[config.mk]
export PLATFORM = sky130hd
export DESIGN_NAME = sap_apb_master_flat
export DESIGN_NICKNAME = d
export VERILOG_FILES = /design/src/rtl/sap_apb_master_pkg.sv /design/src/rtl/sap_apb_master_if.sv /design/src/rtl/sap_apb_master_timeout_cnt.sv /design/src/rtl/sap_apb_master.sv /design/src/flat_wrapper.sv
export SDC_FILE = /design/constraint.sdc
export NUM_CORES = 1
export LEC_CHECK = 0
export BUFFER_PORTS_ARGS = -buffer_cell sky130_fd_sc_hd__buf_4
export CELL_PAD_IN_SITES_DETAIL_PLACEMENT = 2
export CELL_PAD_IN_SITES_GLOBAL_PLACEMENT = 2
export CORE_UTILIZATION = 26
export DETAILED_ROUTE_END_ITERATION = 7
export PLACE_DENSITY = 0.84
export SLEW_MARGIN = 20
export SYNTH_ARGS = -nofsm -noshare
export SYNTH_HDL_FRONTEND = slang
export SYNTH_SLANG_ARGS = --single-unit
[constraint.sdc]
create_clock -name PCLK -period 4.1 [get_ports PCLK]
set_clock_uncertainty 0.1 [all_clocks]
set_input_delay 0.41 -clock PCLK [delete_from_list [all_inputs] [get_ports PCLK]]
set_output_delay 0.41 -clock PCLK [all_outputs]
set_load 0.1 [all_outputs]
[src/rtl/sap_apb_master_pkg.sv]
// Shared definitions for the SAP APB4 requester: bus widths, FSM encoding and
// timeout counter sizing.
package sap_apb_master_pkg;

  localparam int unsigned APB_ADDR_WIDTH_DEF   = 32;
  localparam int unsigned APB_DATA_WIDTH_DEF   = 32;
  localparam int unsigned APB_STROBE_WIDTH_DEF = APB_DATA_WIDTH_DEF / 8;

  typedef enum logic [1:0] {
    IDLE   = 2'b00,
    SETUP  = 2'b01,
    ACCESS = 2'b10
  } apb_state_e;

  function automatic int unsigned timeout_cnt_width(input int unsigned cycles);
    return $clog2(cycles + 1);
  endfunction

endpackage

[src/rtl/sap_apb_master_if.sv]
// Command/response stream plus APB4 bus signals of the SAP APB requester.
// The master modport is the requester's view; slave is the environment's view.
interface sap_apb_master_if #(
  parameter int unsigned APB_ADDR_WIDTH   = sap_apb_master_pkg::APB_ADDR_WIDTH_DEF,
  parameter int unsigned APB_DATA_WIDTH   = sap_apb_master_pkg::APB_DATA_WIDTH_DEF,
  parameter int unsigned APB_STROBE_WIDTH = sap_apb_master_pkg::APB_STROBE_WIDTH_DEF
);

  logic                        cmd_valid;
  logic                        cmd_ready;
  logic                        cmd_write;
  logic [APB_ADDR_WIDTH-1:0]   cmd_addr;
  logic [APB_DATA_WIDTH-1:0]   cmd_wdata;
  logic [APB_STROBE_WIDTH-1:0] cmd_strb;
  logic [2:0]                  cmd_prot;

  logic                        rsp_valid;
  logic                        rsp_ready;
  logic [APB_DATA_WIDTH-1:0]   rsp_rdata;
  logic                        rsp_err;
  logic                        rsp_timeout;

  logic [APB_ADDR_WIDTH-1:0]   PADDR;
  logic [APB_DATA_WIDTH-1:0]   PWDATA;
  logic [APB_STROBE_WIDTH-1:0] PSTRB;
  logic [2:0]                  PPROT;
  logic                        PSEL;
  logic                        PENABLE;
  logic                        PWRITE;
  logic                        PREADY;
  logic                        PSLVERR;
  logic [APB_DATA_WIDTH-1:0]   PRDATA;

  modport master (
    input  cmd_valid, cmd_write, cmd_addr, cmd_wdata, cmd_strb, cmd_prot,
    output cmd_ready,
    output rsp_valid, rsp_rdata, rsp_err, rsp_timeout,
    input  rsp_ready,
    output PADDR, PWDATA, PSTRB, PPROT, PSEL, PENABLE, PWRITE,
    input  PREADY, PSLVERR, PRDATA
  );

  modport slave (
    output cmd_valid, cmd_write, cmd_addr, cmd_wdata, cmd_strb, cmd_prot,
    input  cmd_ready,
    input  rsp_valid, rsp_rdata, rsp_err, rsp_timeout,
    output rsp_ready,
    input  PADDR, PWDATA, PSTRB, PPROT, PSEL, PENABLE, PWRITE,
    output PREADY, PSLVERR, PRDATA
  );

endinterface

[src/rtl/sap_apb_master_timeout_cnt.sv]
// Saturating ACCESS-cycle counter; expired flags the last permitted wait cycle.
module apb_timeout_cnt
  import sap_apb_master_pkg::*;
#(
  parameter int unsigned TIMEOUT_CYCLES = 255
) (
  input  logic clk_i,
  input  logic rst_i,
  input  logic clear_i,
  input  logic enable_i,
  output logic expired_o
);

  localparam int unsigned CNT_W = timeout_cnt_width(TIMEOUT_CYCLES);
  localparam logic [CNT_W-1:0] LAST = CNT_W'(TIMEOUT_CYCLES - 1);

  logic [CNT_W-1:0] cnt_q, cnt_d;

  always_comb begin
    cnt_d = cnt_q;
    if (clear_i) begin
      cnt_d = '0;
    end else if (enable_i && (cnt_q != '1)) begin
      cnt_d = cnt_q + 1'b1;
    end
  end

  always_ff @(posedge clk_i or posedge rst_i) begin
    if (rst_i) begin
      cnt_q <= '0;
    end else begin
      cnt_q <= cnt_d;
    end
  end

  assign expired_o = (cnt_q == LAST);

endmodule

[src/rtl/sap_apb_master.sv]
// APB4 requester: one valid/ready command becomes one APB transfer and one
// registered response, with a PREADY timeout guarding against stalled slaves.
module sap_apb_master
  import sap_apb_master_pkg::*;
#(
  parameter int unsigned APB_ADDR_WIDTH   = APB_ADDR_WIDTH_DEF,
  parameter int unsigned APB_DATA_WIDTH   = APB_DATA_WIDTH_DEF,
  parameter int unsigned APB_STROBE_WIDTH = APB_STROBE_WIDTH_DEF,
  parameter int unsigned TIMEOUT_CYCLES   = 255
) (
  input  logic              PCLK,
  input  logic              PRESET,
  sap_apb_master_if.master  bus
);

  apb_state_e                  state_q, state_d;
  logic [APB_ADDR_WIDTH-1:0]   paddr_q, paddr_d;
  logic [APB_DATA_WIDTH-1:0]   pwdata_q, pwdata_d;
  logic [APB_STROBE_WIDTH-1:0] pstrb_q, pstrb_d;
  logic [2:0]                  pprot_q, pprot_d;
  logic                        pwrite_q, pwrite_d;
  logic                        psel_q, psel_d;
  logic                        penable_q, penable_d;
  logic                        rsp_valid_q, rsp_valid_d;
  logic [APB_DATA_WIDTH-1:0]   rsp_rdata_q, rsp_rdata_d;
  logic                        rsp_err_q, rsp_err_d;
  logic                        rsp_timeout_q, rsp_timeout_d;

  logic cmd_ready;
  logic cmd_hs;
  logic expired;

  // PRESET gates cmd_ready directly so the handshake is closed during reset.
  assign cmd_ready = (state_q == IDLE) & ~rsp_valid_q & ~PRESET;
  assign cmd_hs    = cmd_ready & bus.cmd_valid;

  apb_timeout_cnt #(
    .TIMEOUT_CYCLES(TIMEOUT_CYCLES)
  ) u_timeout_cnt (
    .clk_i    (PCLK),
    .rst_i    (PRESET),
    .clear_i  (cmd_hs),
    .enable_i (state_q == ACCESS),
    .expired_o(expired)
  );

  always_comb begin
    state_d       = state_q;
    paddr_d       = paddr_q;
    pwdata_d      = pwdata_q;
    pstrb_d       = pstrb_q;
    pprot_d       = pprot_q;
    pwrite_d      = pwrite_q;
    psel_d        = psel_q;
    penable_d     = penable_q;
    rsp_valid_d   = rsp_valid_q;
    rsp_rdata_d   = rsp_rdata_q;
    rsp_err_d     = rsp_err_q;
    rsp_timeout_d = rsp_timeout_q;

    if (rsp_valid_q && bus.rsp_ready) begin
      rsp_valid_d = 1'b0;
    end

    unique case (state_q)
      IDLE: begin
        if (cmd_hs) begin
          paddr_d   = bus.cmd_addr;
          pwrite_d  = bus.cmd_write;
          pprot_d   = bus.cmd_prot;
          pwdata_d  = bus.cmd_write ? bus.cmd_wdata : '0;
          pstrb_d   = bus.cmd_write ? bus.cmd_strb  : '0;
          psel_d    = 1'b1;
          penable_d = 1'b0;
          state_d   = SETUP;
        end
      end
      SETUP: begin
        penable_d = 1'b1;
        state_d   = ACCESS;
      end
      ACCESS: begin
        // Completion takes priority over a coincident terminal count.
        if (bus.PREADY) begin
          rsp_rdata_d   = pwrite_q ? '0 : bus.PRDATA;
          rsp_err_d     = bus.PSLVERR;
          rsp_timeout_d = 1'b0;
          rsp_valid_d   = 1'b1;
          psel_d        = 1'b0;
          penable_d     = 1'b0;
          state_d       = IDLE;
        end else if (expired) begin
          rsp_rdata_d   = '0;
          rsp_err_d     = 1'b1;
          rsp_timeout_d = 1'b1;
          rsp_valid_d   = 1'b1;
          psel_d        = 1'b0;
          penable_d     = 1'b0;
          state_d       = IDLE;
        end
      end
      default: begin
        psel_d    = 1'b0;
        penable_d = 1'b0;
        state_d   = IDLE;
      end
    endcase
  end

  always_ff @(posedge PCLK or posedge PRESET) begin
    if (PRESET) begin
      state_q       <= IDLE;
      paddr_q       <= '0;
      pwdata_q      <= '0;
      pstrb_q       <= '0;
      pprot_q       <= '0;
      pwrite_q      <= 1'b0;
      psel_q        <= 1'b0;
      penable_q     <= 1'b0;
      rsp_valid_q   <= 1'b0;
      rsp_rdata_q   <= '0;
      rsp_err_q     <= 1'b0;
      rsp_timeout_q <= 1'b0;
    end else begin
      state_q       <= state_d;
      paddr_q       <= paddr_d;
      pwdata_q      <= pwdata_d;
      pstrb_q       <= pstrb_d;
      pprot_q       <= pprot_d;
      pwrite_q      <= pwrite_d;
      psel_q        <= psel_d;
      penable_q     <= penable_d;
      rsp_valid_q   <= rsp_valid_d;
      rsp_rdata_q   <= rsp_rdata_d;
      rsp_err_q     <= rsp_err_d;
      rsp_timeout_q <= rsp_timeout_d;
    end
  end

  assign bus.cmd_ready   = cmd_ready;
  assign bus.rsp_valid   = rsp_valid_q;
  assign bus.rsp_rdata   = rsp_rdata_q;
  assign bus.rsp_err     = rsp_err_q;
  assign bus.rsp_timeout = rsp_timeout_q;
  assign bus.PADDR       = paddr_q;
  assign bus.PWDATA      = pwdata_q;
  assign bus.PSTRB       = pstrb_q;
  assign bus.PPROT       = pprot_q;
  assign bus.PSEL        = psel_q;
  assign bus.PENABLE     = penable_q;
  assign bus.PWRITE      = pwrite_q;

endmodule
[src/flat_wrapper.sv]
// flat-port wrapper written by rule: the top's interface ports become plain ports
module sap_apb_master_flat import sap_apb_master_pkg::*;
#(
  parameter int unsigned APB_ADDR_WIDTH   = APB_ADDR_WIDTH_DEF,
  parameter int unsigned APB_DATA_WIDTH   = APB_DATA_WIDTH_DEF,
  parameter int unsigned APB_STROBE_WIDTH = APB_STROBE_WIDTH_DEF,
  parameter int unsigned TIMEOUT_CYCLES   = 255
)
  (PCLK, PRESET, bus_cmd_valid, bus_cmd_write, bus_cmd_addr, bus_cmd_wdata, bus_cmd_strb, bus_cmd_prot, bus_cmd_ready, bus_rsp_valid, bus_rsp_rdata, bus_rsp_err, bus_rsp_timeout, bus_rsp_ready, bus_PADDR, bus_PWDATA, bus_PSTRB, bus_PPROT, bus_PSEL, bus_PENABLE, bus_PWRITE, bus_PREADY, bus_PSLVERR, bus_PRDATA);
  sap_apb_master_if #(.APB_ADDR_WIDTH(APB_ADDR_WIDTH), .APB_DATA_WIDTH(APB_DATA_WIDTH), .APB_STROBE_WIDTH(APB_STROBE_WIDTH)) bus_i ();
  input  logic PCLK;
  input  logic PRESET;
  input wire logic [$bits(bus_i.cmd_valid)-1:0] bus_cmd_valid;
  input wire logic [$bits(bus_i.cmd_write)-1:0] bus_cmd_write;
  input wire logic [$bits(bus_i.cmd_addr)-1:0] bus_cmd_addr;
  input wire logic [$bits(bus_i.cmd_wdata)-1:0] bus_cmd_wdata;
  input wire logic [$bits(bus_i.cmd_strb)-1:0] bus_cmd_strb;
  input wire logic [$bits(bus_i.cmd_prot)-1:0] bus_cmd_prot;
  output wire logic [$bits(bus_i.cmd_ready)-1:0] bus_cmd_ready;
  output wire logic [$bits(bus_i.rsp_valid)-1:0] bus_rsp_valid;
  output wire logic [$bits(bus_i.rsp_rdata)-1:0] bus_rsp_rdata;
  output wire logic [$bits(bus_i.rsp_err)-1:0] bus_rsp_err;
  output wire logic [$bits(bus_i.rsp_timeout)-1:0] bus_rsp_timeout;
  input wire logic [$bits(bus_i.rsp_ready)-1:0] bus_rsp_ready;
  output wire logic [$bits(bus_i.PADDR)-1:0] bus_PADDR;
  output wire logic [$bits(bus_i.PWDATA)-1:0] bus_PWDATA;
  output wire logic [$bits(bus_i.PSTRB)-1:0] bus_PSTRB;
  output wire logic [$bits(bus_i.PPROT)-1:0] bus_PPROT;
  output wire logic [$bits(bus_i.PSEL)-1:0] bus_PSEL;
  output wire logic [$bits(bus_i.PENABLE)-1:0] bus_PENABLE;
  output wire logic [$bits(bus_i.PWRITE)-1:0] bus_PWRITE;
  input wire logic [$bits(bus_i.PREADY)-1:0] bus_PREADY;
  input wire logic [$bits(bus_i.PSLVERR)-1:0] bus_PSLVERR;
  input wire logic [$bits(bus_i.PRDATA)-1:0] bus_PRDATA;
  assign bus_i.cmd_valid = bus_cmd_valid;
  assign bus_i.cmd_write = bus_cmd_write;
  assign bus_i.cmd_addr = bus_cmd_addr;
  assign bus_i.cmd_wdata = bus_cmd_wdata;
  assign bus_i.cmd_strb = bus_cmd_strb;
  assign bus_i.cmd_prot = bus_cmd_prot;
  assign bus_cmd_ready = bus_i.cmd_ready;
  assign bus_rsp_valid = bus_i.rsp_valid;
  assign bus_rsp_rdata = bus_i.rsp_rdata;
  assign bus_rsp_err = bus_i.rsp_err;
  assign bus_rsp_timeout = bus_i.rsp_timeout;
  assign bus_i.rsp_ready = bus_rsp_ready;
  assign bus_PADDR = bus_i.PADDR;
  assign bus_PWDATA = bus_i.PWDATA;
  assign bus_PSTRB = bus_i.PSTRB;
  assign bus_PPROT = bus_i.PPROT;
  assign bus_PSEL = bus_i.PSEL;
  assign bus_PENABLE = bus_i.PENABLE;
  assign bus_PWRITE = bus_i.PWRITE;
  assign bus_i.PREADY = bus_PREADY;
  assign bus_i.PSLVERR = bus_PSLVERR;
  assign bus_i.PRDATA = bus_PRDATA;
  sap_apb_master #(.APB_ADDR_WIDTH(APB_ADDR_WIDTH), .APB_DATA_WIDTH(APB_DATA_WIDTH), .APB_STROBE_WIDTH(APB_STROBE_WIDTH), .TIMEOUT_CYCLES(TIMEOUT_CYCLES)) u_core (.PCLK(PCLK), .PRESET(PRESET), .bus(bus_i));
endmodule
# After elaboration in Yosys (flattened, before gate mapping)
# Index checks and enable logic that the tools add are counted.
totals:
  ff_bits: 119
  input_bits: 110
  output_inout_bits: 110
  elab_cells: 59
op_classes:
  addsub: 1
  eq_ne: 6
  n_mux: 24
  bitwise: 6
  reduce_logical: 9
op_table:
  columns: ["cell", "n"]
  rows:
  - ["2-to-1 mux 32 bit", 4]
  - ["2-to-1 mux 8 bit", 2]
  - ["2-to-1 mux 1 bit", 11]
  - ["adder 8 x 1 -> 8 bit (second input constant)", 1]
  - ["equality test 8 bit (second input constant)", 1]
  - ["inequality test 8 bit (second input constant)", 1]
  - ["2-to-1 mux 2 bit", 3]
  - ["one-hot mux 1 bit (3 select lines)", 2]
  - ["one-hot mux 2 bit (3 select lines)", 1]
  - ["AND reduction 2 bit", 3]
  - ["2-to-1 mux 4 bit", 1]
  - ["nonzero test 2 bit", 2]
  - ["AND 1 bit", 3]
  - ["inequality test 3 x 2 -> 1 bit (second input constant)", 1]
  - ["inverter 1 bit", 3]
  - ["AND reduction 3 bit", 1]
  - ["equality test 2 x 1 -> 1 bit (second input constant)", 1]
  - ["equality test 2 bit (second input constant)", 1]
  - ["logical AND 1 bit", 2]
  - ["zero test 2 bit", 1]
  - ["inequality test 2 x 1 -> 1 bit (second input constant)", 1]

# Longest topological paths before layout
# Gate-level depths: netlist of the first run.
depth:
  word_depth: 6
  mapped_depth: 7
  ltp_nobuf: 6

# By module
# From an unflattened synthesis of the first run, not the netlist that was laid out.
hier_totals:
  cells_unflattened: 451
  hier_area_um2: 5148.7
modules_own_cells:
  columns: ["module", "n_inst", "cells_each", "area_per_inst_um2", "seq_area_each_um2"]
  rows:
  - ["sap_apb_master", 1, 396, 4624.4, 2752.6]
  - ["apb_timeout_cnt", 1, 55, 524.3, 200.2]

# Worst setup path before layout of the first run
# Ideal clock, no wire load.
synth_path:
  kind: "input to register"
  startpoint: "input port PRESET"
  endpoint: "register u_core.psel_q (netlist: u_core.bus.PSEL)"
  setup_time_ns: 0.093
  t_arrival_ns: 3.364
  t_required_ns: 3.907
  path_slack_ns: 0.542
  cell_stages: 3
  n_path_buf: 0
  cell_sequence: "inv_1 a41oi_1 o21ai_0"
synth_between:
  elab_chain_cells: 5
synth_rtl:
  columns: ["item", "line", "source"]
  rows:
  - ["start, declared", "flat_wrapper.sv:12", "input logic PRESET;"]
  - ["inverter 1 bit", "sap_apb_master.sv:34", "assign cmd_ready = (state_q == IDLE) & ~rsp_valid_q & ~PRESET;"]
  - ["AND 1 bit", "sap_apb_master.sv:34", null]
  - ["AND 1 bit", "sap_apb_master.sv:35", "assign cmd_hs = cmd_ready & bus.cmd_valid;"]
  - ["inequality test 2 x 1 -> 1 bit (no line)", null, null]
  - ["AND reduction 3 bit (no line)", null, null]
  - ["end signal, assigned", "sap_apb_master.sv:131", "psel_q <= psel_d;"]
  - ["end, declared", "sap_apb_master.sv:22", "logic psel_q, psel_d;"]
# No other way between the ends.
# A chain may end at the register's enable or synchronous reset.

# Worst setup path after layout of the first run
layout_path:
  startpoint: "input port PRESET"
  endpoint: "register u_core.paddr_q[21] (netlist: u_core.bus.PADDR[21])"
layout_between:
  elab_chain_cells: 4
layout_rtl:
  columns: ["item", "line", "source"]
  rows:
  - ["inverter 1 bit", "sap_apb_master.sv:34", null]
  - ["AND 1 bit", "sap_apb_master.sv:34", null]
  - ["AND 1 bit", "sap_apb_master.sv:35", null]
  - ["AND reduction 2 bit (no line)", null, null]
  - ["end signal, assigned", "sap_apb_master.sv:126", "paddr_q <= paddr_d;"]
  - ["end, declared", "sap_apb_master.sv:17", "logic [APB_ADDR_WIDTH-1:0] paddr_q, paddr_d;"]
# No other way between the ends.

==> out/results.ini, run 1 <==
[outcome]
status = finished with violations
violations = DRC

[clock_network]
cts_max_level = 4
insertion_delay_ps = 410
cts_tree = done
cts.sinks = 118
cts_buffers = 17
postCtsHoldBufs = 1
cts_max_path_buffers = 2
cts.clk_slew.worst_paths_ps = 60
cts_resized = 0
cts-root-buf = clkbuf_16
post_cts_buffers = 0

[synthesis]
netlist_instances = 517
ys_types = 35
ys_warn_count = 0
syn_avg_cell_area_um2 = 9.34
syn_nets = 629
yosysSeqAreaShare = 0.612
syn_area_mm2 = 0.00483
yosys_register_bits = 118

[job]
maxCapViolCount = 0

[grt]
grt_usage = 0.181
grt_max_degree = 77
antenna_found_initial = 0
grt_pass1_vias = 5117
grt.overflow.total = 0
grt_pass1_wl_um = 27300

[floorplan]
die_area_mm2 = 0.0191
die_w_um = 138
dieHeight_um = 138
ios = 220
rows = 49
start_util = 0.267
core_mm2 = 0.0181

[critical_path]
crit_required_ps = 4300
critPathTopFamily = buffers and inverters
crit_path_start_kind = input pin
rr_worst_depth = 6
path_class = in2reg
critPathBufInv = 4
cp_max_fo = 61
arrival_ps = 2590
cp-end-kind = flop
path_depth = 8
crit_slowest_cell = clkinv_2
critical_path.cell_chain = dlygate4sd3_1, buf_4, nor4_4, nand2_2, clkinv_2, buf_4, nand2_1, nand2_1
cpPeakStageDelay_ps = 630

[routing]
route.detailed.drc = 28
drtIter0Drc = 149
routedWlPerCell_um = 17.2
final_antenna_net_count = 0
wl_um = 16700
vias_per_cell = 4.68
dr.pass1.iters = 7
num_vias = 4543

[placement]
dp_hpwl_um = 12100
gp_congestion = 0.755
io_buffers = 219

[sta]
period_needed_ps = 2390
max_slew_margin = 0.373
post-route-period-util = 0.584
setup_tns_ps = 0
fmax_mhz = 418
hold_violations = 0
rsz0062_at_grt = false
drv_slew = 0
finalSetupViolations = 0
worstMarginPinSlew_ps = 938

[layout]
fin_nets = 842
n_fill_cell = 2015
ff_latch_area_mm2 = 0.00295
area_growth_pct = 51.4
multiInputGateArea_mm2 = 0.00169
n_antenna_cell = 0
drive_above_1_share = 0.350

[hold_path]
hold_path_class = in2reg
min_delay_path_depth = 3

==> cell type report <==
| cell class | count | area share |
|---|---|---|
| Clock buffer | 22 | 0.0649 |
| Clock inverter | 9 | 0.0236 |
| Inverter | 6 | 0.00360 |
| Multi-Input combinational cell | 361 | 0.231 |
| Sequential cell | 118 | 0.404 |
| Tap cell | 229 | 0.0392 |
| Timing Repair Buffer | 226 | 0.234 |
==> flip-flops by register name, indices dropped and copies added (netlist names) <==
signal,count
u_core.bus.PADDR,32
u_core.bus.PPROT,3
u_core.bus.PSEL,1
u_core.bus.PSTRB,4
u_core.bus.PWDATA,32
u_core.bus.PWRITE,1
u_core.bus.rsp_err,1
u_core.bus.rsp_rdata,32
u_core.bus.rsp_timeout,1
u_core.bus.rsp_valid,1
u_core.state_q,2
u_core.u_timeout_cnt.cnt_q,8
==> worst reg2reg max path, stage by stage (launching register included) <==
cell and delay (ps):
dfrtp_1 470, nor4_4 90, nand2_2 90, clkinv_2 630, buf_4 570, nand2_1 110
nand2_1 60
==> per-layer routing <==
metal | global-route usage | up-vias | share of wire
li1 | - | 2122 | -
met1 | 0.202 | 2266 | 0.39
met2 | 0.318 | 133 | 0.52
met3 | 0.0675 | 22 | 0.075
met4 | 0.0568 | 0 | 0.014
met5 | 0 | - | 0
==> cells in the mapped netlist <==
cell type / count / area (µm²)
nor2_1: 4 / 15.0
o21ai_0: 6 / 30.0
a31oi_1: 4 / 25.0
o211ai_1: 2 / 15.0
nand2_1: 247 / 927
nor3_1: 1 / 5.00
and4_1: 2 / 17.5
clkbuf_1: 9 / 33.8
ha_1: 2 / 25.0
nand2b_1: 2 / 12.5
nand4_1: 1 / 6.26
nor3b_1: 1 / 7.51
dfrtp_1: 118 / 2950
a41oi_1: 1 / 8.76
a211oi_1: 1 / 7.51
a22oi_1: 31 / 233
inv_2: 1 / 3.75
nor2b_1: 1 / 6.26
nand3_1: 41 / 205
buf_6: 4 / 45.0
inv_1: 5 / 18.8
nor4_4: 1 / 21.3
and3_1: 2 / 12.5
o21a_1: 2 / 15.0
mux2i_1: 1 / 10.0
o22ai_1: 1 / 6.26
xnor2_1: 1 / 8.76
buf_2: 17 / 85.1
and4b_1: 1 / 10.0
a21oi_1: 1 / 5.00
a21oi_4: 1 / 16.3
nor3b_2: 1 / 12.5
o22a_1: 1 / 8.76
o31ai_1: 1 / 7.51
buf_1: 2 / 7.51
==> cell usage in the layout, fill, tap and decap left out, types with 3 or more instances in the layout <==
master and instances:
bufinv_16 5, clkbuf_8 3, nand3_1 41, a22oi_1 31
clkbuf_16 17, buf_4 224, a31oi_1 4, inv_1 4
nand2_1 246, dfrtp_1 118, nor2_1 4, clkinv_2 4
o21ai_0 6
==> final timing paths <==
check                                         start                       end  slack [ps]
worst max-delay path                         PRESET      u_core.bus.PADDR[21]        1710
worst min-delay path                bus_cmd_addr[8]       u_core.bus.PADDR[8]          90
worst max register to register    u_core.state_q[1]      u_core.bus.PADDR[21]        1880
worst min register to register  u_core.bus.PSTRB[0]       u_core.bus.PSTRB[0]         370
max in group asynchronous                    PRESET       u_core.bus.PSTRB[1]        2360
min in group asynchronous                    PRESET  u_core.bus.rsp_rdata[26]         450
==> cells by family after synthesis <==
| logic type | after synthesis | synth area share |
|---|---|---|
| compound gates | 52 | 0.0783 |
| xor+xnor | 1 | 0.00181 |
| fa+ha+maj | 2 | 0.00518 |
| buf+inv | 38 | 0.0402 |
| flops | 118 | 0.612 |
| mux | 1 | 0.00207 |
| simple gates | 305 | 0.261 |
==> stage by stage <==
step / setup WS, ps / util / cells / cell area [µm²] / hold WS, ps
4_1_cts: 1590 / 0.403 / 970 / 7290 / 72.6
3_3_place_gp: 1820 / 0.367 / 938 / 6640 / 297
6_report: 1710 / 0.404 / 971 / 7310 / 85.1
3_5_place_dp: 1710 / 0.367 / 938 / 6640 / 308
5_1_grt: 1570 / 0.404 / 971 / 7310 / 74.4
2_1_floorplan: 442 / - / 517 / 4830 / 367
Power of run 1 is left out: the tool's default activity adds up to more than one toggle a clock period on the data nets, which glitch-free logic cannot reach.
==> run 2, diff against run 1 <==
Settings changed: ABC_AREA from default to 1, CORE_UTILIZATION 26 to 23, PLACE_DENSITY 0.84 to 0.8.
Clock period 4.1 ns to 2 ns, I/O delays scaled along.
==> run 2 against run 1 <==
  * The run now ends clean
  * Critical path depth down 2
  * Non-clock buffer count up 113
  * Cell area up 17%
  * Clock-buffer cell count down 2
  * Critical path type is now in2out
  * Critical endpoint is now bus_cmd_ready
  * Largest cell class unchanged
==> out/results.ini, run 2 <==
[outcome]
status = completed

[layout]
drive_above_1_share = 0.318
n_fill_cell = 2241
mostFrequentLayoutCell = nand2_1
ff_latch_area_mm2 = 0.00296
final_cells = 1161
most-common-layout-cells = nand2_1 (237), buf_4 (226), dfrtp_1 (116), dlygate4sd3_1 (105), nand3_1 (75)
fin_nets = 989
multiInputGateArea_mm2 = 0.00168
final_area_mm2 = 0.00858
area_growth_pct = 75.4

[power]
p_sw_w = 0.00975
swShare = 0.574
power_frac_comb = 0.576
leakage_nw = 4.41
p_clk_frac = 0.194
seqPwrFrac = 0.230
max-vdd-ir-drop_mv = 0.788
p_int_w = 0.00724
powerDensity_mw_per_mm2 = 1980

[routing]
routedWlPerCell_um = 19.5
dr.pass1.iters = 5
route.met3.wl_um = 1530
drt-met1-wl_um = 9080
vias_per_cell = 4.55
route.met2.wl_um = 11800
wl_um = 22700
final_antenna_net_count = 0
drtIter0Drc = 144
dr.max_layer_used = met4
num_vias = 5282
route.detailed.drc = 0

[clock_network]
cts-root-buf = clkbuf_16
cts.sinks = 118
cts_max_path_buffers = 2
cts_buffers = 17
cts_max_level = 4
cts_tree = done
cts.clk_slew.worst_paths_ps = 60
insertion_delay_ps = 410

[placement]
dp_hpwl_um = 12800
place_inst = 1023
dpl_cell_area_mm2 = 0.00690
gp_congestion = 0.773
io_buffers = 219

[sta]
max_slew_margin = 0.665
rsz0062_at_grt = false
post-route-period-util = 0.951
fmax_mhz = 526
setup_tns_ps = 0
hold_violations = 0
worstMarginPinSlew_ps = 502
period_needed_ps = 1900
finalSetupViolations = 0
drv_slew = 0

[grt]
grt_usage = 0.215
grt_pass1_vias = 6076
grt_max_degree = 52
grt_pass1_wl_um = 35500
grt.overflow.total = 0
antenna_found_initial = 1

[floorplan]
die_area_mm2 = 0.0218
ios = 220
dieHeight_um = 148
rows = 52
core_mm2 = 0.0206
die_w_um = 148
start_util = 0.238

[critical_path]
crit_path_start_kind = input pin
cp-end-kind = output pin
arrival_ps = 1600
path_class = in2out
crit_required_ps = 1700
cp_max_fo = 2

[synthesis]
async_reset_ff_frac = 1.00
syn_area_mm2 = 0.00489
yosys.area.top_type_share = 0.604
synth_edf_count = 0
synthTopCellsByArea = dfrtp_1 (60%), nand2_1 (18%), nand3_1 (7.7%)
ys_warn_count = 0
yosysSeqAreaShare = 0.604
syn_nets = 665
synth_commonest_cells = nand2_1 (237), dfrtp_1 (118), nand3_1 (75)
yosys_register_bits = 118
netlist_instances = 553
syn_avg_cell_area_um2 = 8.84
yosysMostFrequentCell = nand2_1
synth_area_leader_cell = dfrtp_1
ys_types = 22
ys.flop_type = dfrtp_1

[job]
maxCapViolCount = 0

[hold_path]
hold_path_class = in2reg

run 2: worst max-delay path: stages:
cell,delay [ps]
dlygate4sd3_1,560
buf_4,150
nor2_1,100
nand2_1,180
inv_4,100
buf_4,300
run 2: what timing repair did:
action / in CTS / in global routing
gates resized for setup: 0 / 1
endpoints found under the setup margin: 0 / 1
setup buffers: 0 / 0
hold buffers: 105 / 0
endpoints found under the hold margin: 121 / 0
run 2: cell type report:
class,instances,share of cell area
Clock buffer,20,0.0521
Multi-Input combinational cell,383,0.196
Sequential cell,118,0.345
Timing Repair Buffer,339,0.338
Clock inverter,12,0.0206
Inverter,18,0.00861
Tap cell,270,0.0394
Antenna cell,1,0.000292
run 2: final timing paths:
check	slack, ps	to	cells after the start	from
setup / recovery	100	bus_cmd_ready	6	PRESET
hold / removal	20	u_core.bus.rsp_rdata[13]	3	bus_PRDATA[13]
setup reg to reg	180	u_core.bus.rsp_timeout	10	u_core.u_timeout_cnt.cnt_q[0]
hold reg to reg	370	u_core.bus.PADDR[9]	2	u_core.bus.PADDR[9]
max in group asynchronous	740	u_core.bus.rsp_rdata[6]	5	PRESET
min in group asynchronous	320	u_core.bus.PADDR[12]	3	PRESET
run 2: power by group through the flow:
stage / sequential (W) / combinational [W] / clock [W]
global placement: 0.00383 / 0.00935 / 0
CTS: 0.00386 / 0.00966 / 0.00338
floorplan: 0.00989 / 0.00118 / 0
detailed placement: 0.00386 / 0.00947 / 0
finish: 0.00391 / 0.00979 / 0.00329
global route: 0.00401 / 0.0101 / 0.00348
run 2: kinds of logic (layout without fill, tap and decap cells):
family | Yosys count | count (layout) | synth area share
AND/OR/NAND/NOR | 337 | 337 | 0.286
flip-flops | 118 | 118 | 0.604
buffers and inverters | 52 | 389 | 0.0527
AO/OA/AOI/OAI | 41 | 41 | 0.0468
XOR/XNOR | 3 | 3 | 0.00537
adder cells (fa/ha/maj) | 2 | 2 | 0.00512
other | 0 | 1 | 0
run 2: layer usage:
layer  global-route usage  vias up
li1                     -     2407
met5                    0        -
met2                0.389      209
met1                0.243     2643
met3               0.0611       23
met4               0.0649        0
run 2: stage by stage:
step                      worst slack (ps)  utilization  total power [W]  hold WS [ps]
after floorplan                        119            -           0.0111           193
after global placement                 247        0.335           0.0132           167
after detailed placement               210        0.335           0.0133           164
after CTS                             69.0        0.417           0.0169         0.105
after global routing                  27.2        0.417           0.0176          34.6
final                                 97.3        0.417           0.0170          24.6
Note: power is estimated with default switching activity, not from simulation.
==> run 3, diff against run 2 <==
Clock period 2 ns to 1.6 ns, I/O delays scaled along.
==> run 3 against run 2 <==
  * The flow now finishes with violations (setup timing)
  * Sequential cell count is the same
  * Final cell count grew 2.7%
  * Critical path depth grew 4
  * First-iteration DRC count grew 15%
  * Register-to-register slack lost 280 ps
  * Clock-buffer cell count shrank 3
  * Largest power group unchanged
==> out/results.ini, run 3 (synthesis results as in run 2) <==
[clock_network]
cts_buffers = 17
insertion_delay_ps = 430
cts.sinks = 118
cts-root-buf = clkbuf_16
cts_tree = done
cts_max_path_buffers = 2
cts_max_level = 4
cts.clk_slew.worst_paths_ps = 70

[critical_path]
r2r-start = u_core.u_timeout_cnt.cnt_q[0]
critical_path.cell_chain = inv_2, ha_4, inv_2, nor2_2, nand2_2, nand2_4, nand2_8, clkbuf_16, nand2_4, o21ai_1
crit_slowest_cell = dfrtp_1
cp-end-kind = flop
crit_path_start_kind = flop
r2r_end = u_core.bus.rsp_timeout
path_class = reg2reg
crit_required_ps = 1780
cp_max_fo = 8
reg2reg_slack_ps = -100
rr_worst_depth = 10
arrival_ps = 1880
cpPeakStageDelay_ps = 400

[grt]
antenna_found_initial = 2
grt_max_degree = 76
grt_pass1_wl_um = 34800
grt.overflow.total = 0
grt_pass1_vias = 6105
grt_usage = 0.210

[layout]
area_growth_pct = 90.3
drive_above_1_share = 0.408
fin_nets = 1019
most-common-layout-cells = buf_4 (242), nand2_1 (209), dfrtp_1 (113), dlygate4sd3_1 (108), nand3_1 (73)
final_util = 0.452
mostFrequentLayoutCell = buf_4

[sta]
finalSetupViolations = 29
drv_slew = 0
hold_violations = 0
setup_tns_ps = -877
hold_ws_ps = 115
max_slew_margin = 0.588
rsz0062_at_grt = true
fin_ws_ps = -103
fmax_mhz = 587
post-route-period-util = 1.06
worstMarginPinSlew_ps = 619
period_needed_ps = 1700

[routing]
num_vias = 5493
wl_um = 26200
routedWlPerCell_um = 22.0
vias_per_cell = 4.61
route.detailed.drc = 0
dr.pass1.iters = 4
final_antenna_net_count = 0
drtIter0Drc = 166

[hold_path]
min_delay_path_depth = 3
holdCritStartpoint = bus_cmd_write
holdPathEnd = u_core.bus.PWDATA[0]
hold_path_class = in2reg

[floorplan]
rows = 52
start_util = 0.238
die_w_um = 148
core_mm2 = 0.0206
dieHeight_um = 148
die_area_mm2 = 0.0218
ios = 220

[outcome]
violations = setup timing
status = finished with violations

[placement]
dp_hpwl_um = 12600
io_buffers = 219
gp_congestion = 0.789
pre_cts_ws_ps = -20.0

[power]
max-vdd-ir-drop_mv = 1.06
powerDensity_mw_per_mm2 = 2420
totalPowerFinal_w = 0.0225
leakage_nw = 4.71

[job]
maxCapViolCount = 0

## run 3: final cells by class
cell class / count / area [µm²]
multi-input combinational: 384 / 2020
inverter: 18 / 78.8
clock inverter: 15 / 216
antenna: 2 / 5.00
fill: 2148 / 11300
timing repair buffer: 368 / 3260
sequential: 118 / 2960
tap: 270 / 338
clock buffer: 17 / 425
## run 3: worst max path at each step
stage | startpoint | endpoint | slack (ps) | cells after the start
after floorplan | PRESET | u_core.bus.PWRITE | -230 | 1
after global placement | u_core.u_timeout_cnt.cnt_q[1] | u_core.u_timeout_cnt.cnt_q[3] | 40 | 9
after detailed placement | u_core.u_timeout_cnt.cnt_q[1] | u_core.u_timeout_cnt.cnt_q[4] | -20 | 9
after CTS | u_core.bus.rsp_valid | bus_cmd_ready | -20 | 4
after global routing | u_core.u_timeout_cnt.cnt_q[0] | u_core.bus.rsp_timeout | -170 | 10
final | u_core.u_timeout_cnt.cnt_q[0] | u_core.bus.rsp_timeout | -100 | 10
## run 3: timing repair
item / in CTS / in global routing
cloned: 0 / 7
hold buffers: 108 / 0
endpoints found under the hold margin: 224 / 0
setup buffers: 4 / 10
setup endpoints to repair: 8 / 43
resized for setup: 11 / 75
pin swaps: 1 / 8
## run 3: power by group
part	internal, W	leakage, nW	total [W]	switching (W)
sequential	0.00409	1.53	0.00502	0.000932
combinational	0.00278	2.87	0.0131	0.0104
clock	0.00266	0.313	0.00436	0.00170
## run 3: layer usage
layer  track usage  vias up  part of all wire
met5             0        -                 0
li1              -     2467                 -
met1         0.232     2779              0.37
met2         0.382      205              0.54
met4        0.0784        0             0.026
met3        0.0580       42             0.061
## run 3: stage by stage
stage / cells / area (µm²)
finish: 1192 / 9300
global route: 1191 / 9300
CTS: 1173 / 8780
detailed placement: 1029 / 6980
global placement: 1029 / 6980
floorplan: 553 / 4990
## run 3: critical path: cells and delay by family, from the launching register on
kind	cells	cell delay, ps
simple gates	5	520
compound gates	1	90
buf+inv	3	320
flops	1	400
fa+ha+maj	1	120
